### src/rtl/gpr_arb_pkg.sv
// Shared types and widths for the GPR write-port arbiter.
//   REG_W      : register-address width
//   DATA_W     : register data width
//   wb_entry_t : one pending register write (destination + data)
package gpr_arb_pkg;

  localparam int REG_W  = 5;
  localparam int DATA_W = 32;

  typedef struct packed {
    logic [REG_W-1:0]  rd;
    logic [DATA_W-1:0] data;
  } wb_entry_t;

endpackage

### src/rtl/gpr_wb_fifo.sv
// Small circular buffer that holds mul/div results until the GPR write port
// is free. It also compares every live entry's destination against two
// hazard-unit query addresses.
//   clk, rst_n     : clock, asynchronous active-low reset
//   push, wr_entry : store wr_entry at the tail (caller guarantees !full)
//   pop, rd_entry  : rd_entry is the head; pop advances it (caller guarantees !empty)
//   full, empty    : occupancy flags
//   count          : registered occupancy, 0..DEPTH
//   query1/query2  : addresses to compare against live entries
//   hit1/hit2      : per-entry match vectors (only live entries can hit)
module gpr_wb_fifo
  import gpr_arb_pkg::*;
#(
  parameter int DEPTH = 2,
  localparam int PTR_W = $clog2(DEPTH),
  localparam int CNT_W = $clog2(DEPTH + 1)
) (
  input  logic             clk,
  input  logic             rst_n,
  input  logic             push,
  input  wb_entry_t        wr_entry,
  input  logic             pop,
  output wb_entry_t        rd_entry,
  output logic             full,
  output logic             empty,
  output logic [CNT_W-1:0] count,
  input  logic [REG_W-1:0] query1,
  input  logic [REG_W-1:0] query2,
  output logic [DEPTH-1:0] hit1,
  output logic [DEPTH-1:0] hit2
);

  wb_entry_t        mem [DEPTH];
  logic [PTR_W-1:0] wr_ptr;
  logic [PTR_W-1:0] rd_ptr;
  logic [CNT_W-1:0] occ;
  logic [PTR_W-1:0] offs [DEPTH];
  logic [DEPTH-1:0] live;

  // NOTE: the storage array is deliberately not reset; whether a slot holds
  // anything meaningful is decided by the pointers and occupancy, which are.
  always_ff @(posedge clk) begin
    if (push) mem[wr_ptr] <= wr_entry;
  end

  // NOTE: state registers use non-blocking assignments so every flop samples
  // pre-edge values regardless of statement order.
  always_ff @(posedge clk or negedge rst_n) begin
    if (!rst_n) begin
      wr_ptr <= '0;
      rd_ptr <= '0;
      occ    <= '0;
    end else begin
      // DEPTH is a power of two, so natural pointer overflow is the wrap.
      if (push) wr_ptr <= wr_ptr + 1'b1;
      if (pop)  rd_ptr <= rd_ptr + 1'b1;
      case ({push, pop})
        2'b10:   occ <= occ + 1'b1;
        2'b01:   occ <= occ - 1'b1;
        default: occ <= occ;
      endcase
    end
  end

  assign full     = (occ == CNT_W'(DEPTH));
  assign empty    = (occ == '0);
  assign count    = occ;
  assign rd_entry = mem[rd_ptr];

  // A slot is live when its distance from the head is below the occupancy.
  // NOTE: every variable written in a combinational block gets a value on
  // every path (defaults first), otherwise a latch is inferred.
  always_comb begin
    hit1 = '0;
    hit2 = '0;
    for (int i = 0; i < DEPTH; i++) begin
      offs[i] = PTR_W'(i) - rd_ptr;
      live[i] = ({1'b0, offs[i]} < occ);
      hit1[i] = live[i] && (mem[i].rd == query1);
      hit2[i] = live[i] && (mem[i].rd == query2);
    end
  end

endmodule

### src/rtl/gpr_wb_arbiter.sv
// Shares the register file's single write port between the fixed-timing
// writeback stage and the handshaked mul/div result return. Mul/div results
// are queued and drained into cycles WB leaves idle; if the head entry is
// blocked too long, StallWB asks WB to leave a bubble.
//   CLK, RST_N                  : clock, asynchronous active-low reset
//   WbValid, WbReg, WbData      : WB-stage write request (wins the port)
//   MdValid, MdReady, MdReg, MdData : mul/div result handshake
//   RegWrite, WriteRegisterSelect, WriteData : GPR write port
//   StallWB                     : WB must present WbValid=0 next cycle
//   QueryReg1/2, Pending1/2     : hazard query against queued destinations
//   Count                       : registered queue occupancy
// DEPTH must be a power of two >= 2; STARVE_LIMIT must be >= 1.
module gpr_wb_arbiter
  import gpr_arb_pkg::*;
#(
  parameter int DEPTH        = 2,
  parameter int STARVE_LIMIT = 4
) (
  input  logic                         CLK,
  input  logic                         RST_N,
  input  logic                         WbValid,
  input  logic [REG_W-1:0]             WbReg,
  input  logic [DATA_W-1:0]            WbData,
  input  logic                         MdValid,
  output logic                         MdReady,
  input  logic [REG_W-1:0]             MdReg,
  input  logic [DATA_W-1:0]            MdData,
  output logic                         RegWrite,
  output logic [REG_W-1:0]             WriteRegisterSelect,
  output logic [DATA_W-1:0]            WriteData,
  output logic                         StallWB,
  input  logic [REG_W-1:0]             QueryReg1,
  input  logic [REG_W-1:0]             QueryReg2,
  output logic                         Pending1,
  output logic                         Pending2,
  output logic [$clog2(DEPTH+1)-1:0]   Count
);

  localparam int SC_W = $clog2(STARVE_LIMIT + 1);

  wb_entry_t        md_entry;
  wb_entry_t        head;
  logic             full;
  logic             empty;
  logic             wb_owns;
  logic             push;
  logic             pop;
  logic [DEPTH-1:0] hit1;
  logic [DEPTH-1:0] hit2;
  logic [SC_W-1:0]  starve_cnt;

  // Register 0 is never written, so a WB request to it leaves the port free.
  assign wb_owns  = WbValid && (WbReg != '0);
  // Readiness comes only from registered occupancy; it is forced low while
  // reset is held so no handshake completes during reset.
  assign MdReady  = RST_N && !full;
  // A handshake to register 0 completes but is not stored.
  assign push     = MdValid && MdReady && (MdReg != '0);
  assign pop      = !wb_owns && !empty;
  assign md_entry = '{rd: MdReg, data: MdData};

  gpr_wb_fifo #(
    .DEPTH (DEPTH)
  ) u_fifo (
    .clk      (CLK),
    .rst_n    (RST_N),
    .push     (push),
    .wr_entry (md_entry),
    .pop      (pop),
    .rd_entry (head),
    .full     (full),
    .empty    (empty),
    .count    (Count),
    .query1   (QueryReg1),
    .query2   (QueryReg2),
    .hit1     (hit1),
    .hit2     (hit2)
  );

  // Write-port mux: WB first, then the queue head, otherwise idle zeros.
  always_comb begin
    RegWrite            = 1'b0;
    WriteRegisterSelect = '0;
    WriteData           = '0;
    if (RST_N) begin
      if (wb_owns) begin
        RegWrite            = 1'b1;
        WriteRegisterSelect = WbReg;
        WriteData           = WbData;
      end else if (!empty) begin
        RegWrite            = 1'b1;
        WriteRegisterSelect = head.rd;
        WriteData           = head.data;
      end
    end
  end

  // Non-empty without a pop can only mean WB held the port, so that is the
  // blocked case. Saturating at the limit makes the counter hold if WB keeps
  // writing while stalled.
  always_ff @(posedge CLK or negedge RST_N) begin
    if (!RST_N) begin
      starve_cnt <= '0;
    end else if (empty || pop) begin
      starve_cnt <= '0;
    end else if (starve_cnt < SC_W'(STARVE_LIMIT)) begin
      starve_cnt <= starve_cnt + 1'b1;
    end
  end

  assign StallWB  = (starve_cnt >= SC_W'(STARVE_LIMIT));
  assign Pending1 = (QueryReg1 != '0) && (|hit1);
  assign Pending2 = (QueryReg2 != '0) && (|hit2);

endmodule

### config.mk
export PLATFORM = sky130hd
export DESIGN_NAME = gpr_wb_arbiter
export DESIGN_NICKNAME = d
export VERILOG_FILES = /design/src/rtl/gpr_arb_pkg.sv /design/src/rtl/gpr_wb_fifo.sv /design/src/rtl/gpr_wb_arbiter.sv
export SDC_FILE = /design/constraint.sdc
export NUM_CORES = 1
export LEC_CHECK = 0
export ABC_AREA = 1
export BUFFER_PORTS_ARGS = -buffer_cell sky130_fd_sc_hd__buf_2
export CORE_MARGIN = 2
export CORE_UTILIZATION = 58
export CTS_BUF_LIST = sky130_fd_sc_hd__clkbuf_4
export DETAILED_ROUTE_END_ITERATION = 16
export MAX_ROUTING_LAYER = met4
export PLACE_DENSITY = 0.91
export SLEW_MARGIN = 10
export SYNTH_ARGS = -nofsm -noshare
export SYNTH_HDL_FRONTEND = slang
export SYNTH_SLANG_ARGS = --single-unit
### constraint.sdc
create_clock -name CLK -period 4.84 [get_ports CLK]
set_input_delay 0.242 -clock CLK [delete_from_list [all_inputs] [get_ports CLK]]
set_output_delay 0.242 -clock CLK [all_outputs]
set_load 0.02 [all_outputs]
==> run metrics <==
Peak supply drop=0.437 mV; arrival time of data at the critical path endpoint=2.83 ns; Worst Hold Endpoint=u_fifo.mem[1][3]; summed negative setup slack over all endpoints=0 ns; number of nets in the finished design=702; count of mapped cells out of synthesis=469; number of cell rows=31; Total Die Area=8370 sq um; maximum number of pins on one net before global-route repair=46; sinks on the clock net=81; max_slew headroom=24.9%; per-cell routed wire length=14.8 microns; antenna violations before repair=0; result of the run=finished clean; syn avg cell area=9.47 sq um; Synth Area in XOR/XNOR=0.986%; via count of the first global-routing pass=3585; post-route minimum period=2.80 ns; sort of element at the end of the critical path=register; die span in x=91.5 microns; Tightest Hold Check Type=primary input to register; count of boundary I/O pins=132; post-synthesis cell type count=27; number of failing hold endpoints at the final stage=0; post-DP HPWL=7.04 mm; share of cell area taken by muxes after synthesis=0%; part of the cycle the worst path needs=57.8%; count of vias placed by the detailed router=3755; count of routing violations after the opening detailed-route iteration=352; antenna-violating nets left=0; gpl congestion=0.887; grt ovf=0; count of TritonRoute iterations in the first routing pass=5; peak clock frequency supported by timing=357 MHz; number of max-capacitance violations reported=0; main combinational cell family by area after synthesis=simple AND/OR/NAND/NOR gates; clock latency on the worst-skew pair=0.41 ns; setup repair after global routing missed its margin=no; number of cell instances on the worst register-to-register path=5; placeable core area=7330 sq um; Startpoint Class=primary input; worst min-delay path startpoint=MdData[3]; clock slew seen by the registers of the worst setup and hold paths=0.12 ns; CTS tree=yes; overall routed net length=10.6 mm; # port buffers=131; Max clock buf depth=2; Clk Tree Root Cell=sky130_fd_sc_hd__clkbuf_4; fin. max-slew vios=0; cell area power density=443 nW/um^2; Synth Area in Adders=0.845%; first-pass GRT wire length=16.2 mm; post-route non-filler standard cell count=715; Num CTS Buffers=9; setup-violating endpoint count in the final report=0; sequential-to-total area share from yosys stat=54.0%; starting density of the core=60.6%; R2R setup slack=2.50 ns; # DRC=0; footprint of the multi-input gates=1680 sq um; count of warnings emitted by yosys=0; CTS HTree Levels=3; Setup Skew=0.0131 ns; chip height=91.5 microns; maximum fanout count along the critical path=39; area used by sequential logic in the layout=2400 sq um; number of antenna diodes=0; number of placed instances, taps included=677; transition at the pin with the smallest max-transition slack=1.12 ns; share of layout cells above drive strength 1=34.9%; Syn Nets=560; Gates resized, CTS repair=0; synthesized cell area=4440 sq um; static leakage=2.38 nW; simple-gate share of the synthesized area=21.5%; Reg2Reg Launch Point=u_fifo.count[0]; post-synthesis sequential element count=81; cell count of the worst hold path=1; synthesized-area fraction occupied by ao, oa, aoi and oai cells=14.3%; Worst Path Class, Setup=primary input to register; number of fill cells=515; layout overhead on the synthesized area=21.5%; number of vias per cell=5.25; capture point of the worst reg-to-reg path=u_fifo.mem[0][1]; GRT Overall Usage=25.6%; required time at the endpoint of the critical path=4.88 ns
## layout by cell type (no fill, tap or decap), types with 2 or more instances in the layout
cell type | Yosys | layout
sky130_fd_sc_hd__nand2_1 | 201 | 201
sky130_fd_sc_hd__buf_2 | 6 | 131
sky130_fd_sc_hd__edfxtp_1 | 74 | 74
sky130_fd_sc_hd__a21oi_2 | 57 | 57
sky130_fd_sc_hd__inv_1 | 27 | 26
sky130_fd_sc_hd__dlygate4sd3_1 | 0 | 22
sky130_fd_sc_hd__a21oi_1 | 21 | 21
sky130_fd_sc_hd__nor2_1 | 21 | 20
sky130_fd_sc_hd__nand3_1 | 11 | 11
sky130_fd_sc_hd__clkbuf_4 | 2 | 9
sky130_fd_sc_hd__dfrtp_1 | 7 | 7
sky130_fd_sc_hd__inv_2 | 4 | 5
sky130_fd_sc_hd__o21ai_0 | 5 | 5
sky130_fd_sc_hd__xor2_1 | 4 | 4
sky130_fd_sc_hd__nor3_1 | 3 | 3
sky130_fd_sc_hd__ha_1 | 3 | 3
sky130_fd_sc_hd__bufinv_16 | 0 | 3
sky130_fd_sc_hd__nand2_2 | 2 | 2
sky130_fd_sc_hd__nor2_4 | 1 | 2
sky130_fd_sc_hd__clkinv_4 | 0 | 2
## worst max-delay path, stage by stage
cell and delay, ns:
sky130_fd_sc_hd__dlygate4sd3_1 0.51, sky130_fd_sc_hd__buf_2 0.21, sky130_fd_sc_hd__inv_2 0.38, sky130_fd_sc_hd__a21oi_2 0.30
sky130_fd_sc_hd__and2_1 0.19, sky130_fd_sc_hd__nand2_2 0.11, sky130_fd_sc_hd__nor2_4 0.86
## state kept, by name, indices dropped and copies added (netlist names)
name / count
starve_cnt: 3
u_fifo.count: 2
u_fifo.mem: 74
u_fifo.rd_ptr: 1
u_fifo.wr_ptr: 1
## cell families after synthesis
kind of cell               count (synthesis)
AOI/OAI and AO/OA                         84
and+or+nand+nor                          241
buffers and inverters                     55
DFF                                       81
xor gates and xnor gates                   5
adders and majority gates                  3
## cell usage after synthesis
master                       n  area (sq um)
sky130_fd_sc_hd__o21ai_1     1          5.00
sky130_fd_sc_hd__o21ai_0     5          25.0
sky130_fd_sc_hd__dfrtp_1     7           175
sky130_fd_sc_hd__clkbuf_4    2          15.0
sky130_fd_sc_hd__xor2_1      4          35.0
sky130_fd_sc_hd__clkbuf_1    1          3.75
sky130_fd_sc_hd__buf_6       3          33.8
sky130_fd_sc_hd__inv_1      27           101
sky130_fd_sc_hd__inv_2       4          15.0
sky130_fd_sc_hd__buf_2       6          30.0
sky130_fd_sc_hd__nand2_2     2          12.5
sky130_fd_sc_hd__xnor2_1     1          8.76
sky130_fd_sc_hd__buf_4       1          7.51
sky130_fd_sc_hd__nand2_8     1          20.0
sky130_fd_sc_hd__a21oi_1    21           105
sky130_fd_sc_hd__ha_1        3          37.5
sky130_fd_sc_hd__nand2_1   201           754
sky130_fd_sc_hd__inv_8       1          11.3
sky130_fd_sc_hd__nor2_1     21          78.8
sky130_fd_sc_hd__and2_1      1          6.26
sky130_fd_sc_hd__buf_12      3          60.1
sky130_fd_sc_hd__clkbuf_8    7          96.3
sky130_fd_sc_hd__a21oi_2    57           499
sky130_fd_sc_hd__nor2_4      1          11.3
sky130_fd_sc_hd__edfxtp_1   74          2220
sky130_fd_sc_hd__nand3_1    11          55.1
sky130_fd_sc_hd__nor3_1      3          15.0
## per-stage QoR
stage	util, %	total power, mW	hold WS, ns	setup WS, ns	area [sq um]
6_report	73.6	2.39	0.0270	2.04	5400
5_1_grt	73.6	2.51	0.00426	1.87	5400
4_1_cts	72.1	2.38	0.000325	2.02	5290
3_5_place_dp	68.0	1.88	0.0914	2.11	4990
3_3_place_gp	68.0	1.85	0.0847	2.31	4990
2_1_floorplan	-	1.72	-0.0536	1.63	4440
## metal layers
| metal | GRT usage [%] | vias to the layer above | share of wire [%] |
|---|---|---|---|
| li1 | - | 1825 | - |
| met1 | 28.0 | 1701 | 38 |
| met2 | 45.6 | 198 | 52 |
| met3 | 3.65 | 31 | 7.2 |
| met4 | 12.2 | 0 | 3.0 |
| met5 | - | - | 0 |
## power by group
| group | leakage, nW | total [mW] | switching (mW) | internal (mW) |
|---|---|---|---|---|
| Clock | 0.0938 | 0.493 | 0.232 | 0.261 |
| Combinational | 1.52 | 0.970 | 0.657 | 0.313 |
| Sequential | 0.762 | 0.925 | 0.0509 | 0.874 |
## worst max path at each step
| stage | start | endpoint | slack, ns | depth (start not counted) |
|---|---|---|---|---|
| CTS | RST_N | u_fifo.mem[0][27] | 2.02 | 7 |
| detailed placement | RST_N | u_fifo.mem[0][18] | 2.11 | 6 |
| global route | RST_N | u_fifo.mem[0][3] | 1.87 | 7 |
| global placement | RST_N | u_fifo.mem[1][17] | 2.31 | 6 |
| floorplan | u_fifo.count[0] | u_fifo.mem[0][0] | 1.63 | 5 |
| finish | RST_N | u_fifo.mem[0][1] | 2.04 | 7 |
## timing repair
item / CTS / global route
hold endpoints to repair: 23 / 17
setup buffers: 0 / 0
hold buffers: 11 / 11
## area by class of cell
cell class,count,share of cell area [%]
well taps,99,2.30
inverters,32,2.37
multi-input cells,333,31.1
flip-flops and latches,81,44.4
clock buffers,9,1.25
clock inverters,7,2.20
repair buffers,154,16.4
No activity file was read; power rests on OpenSTA's default activity.
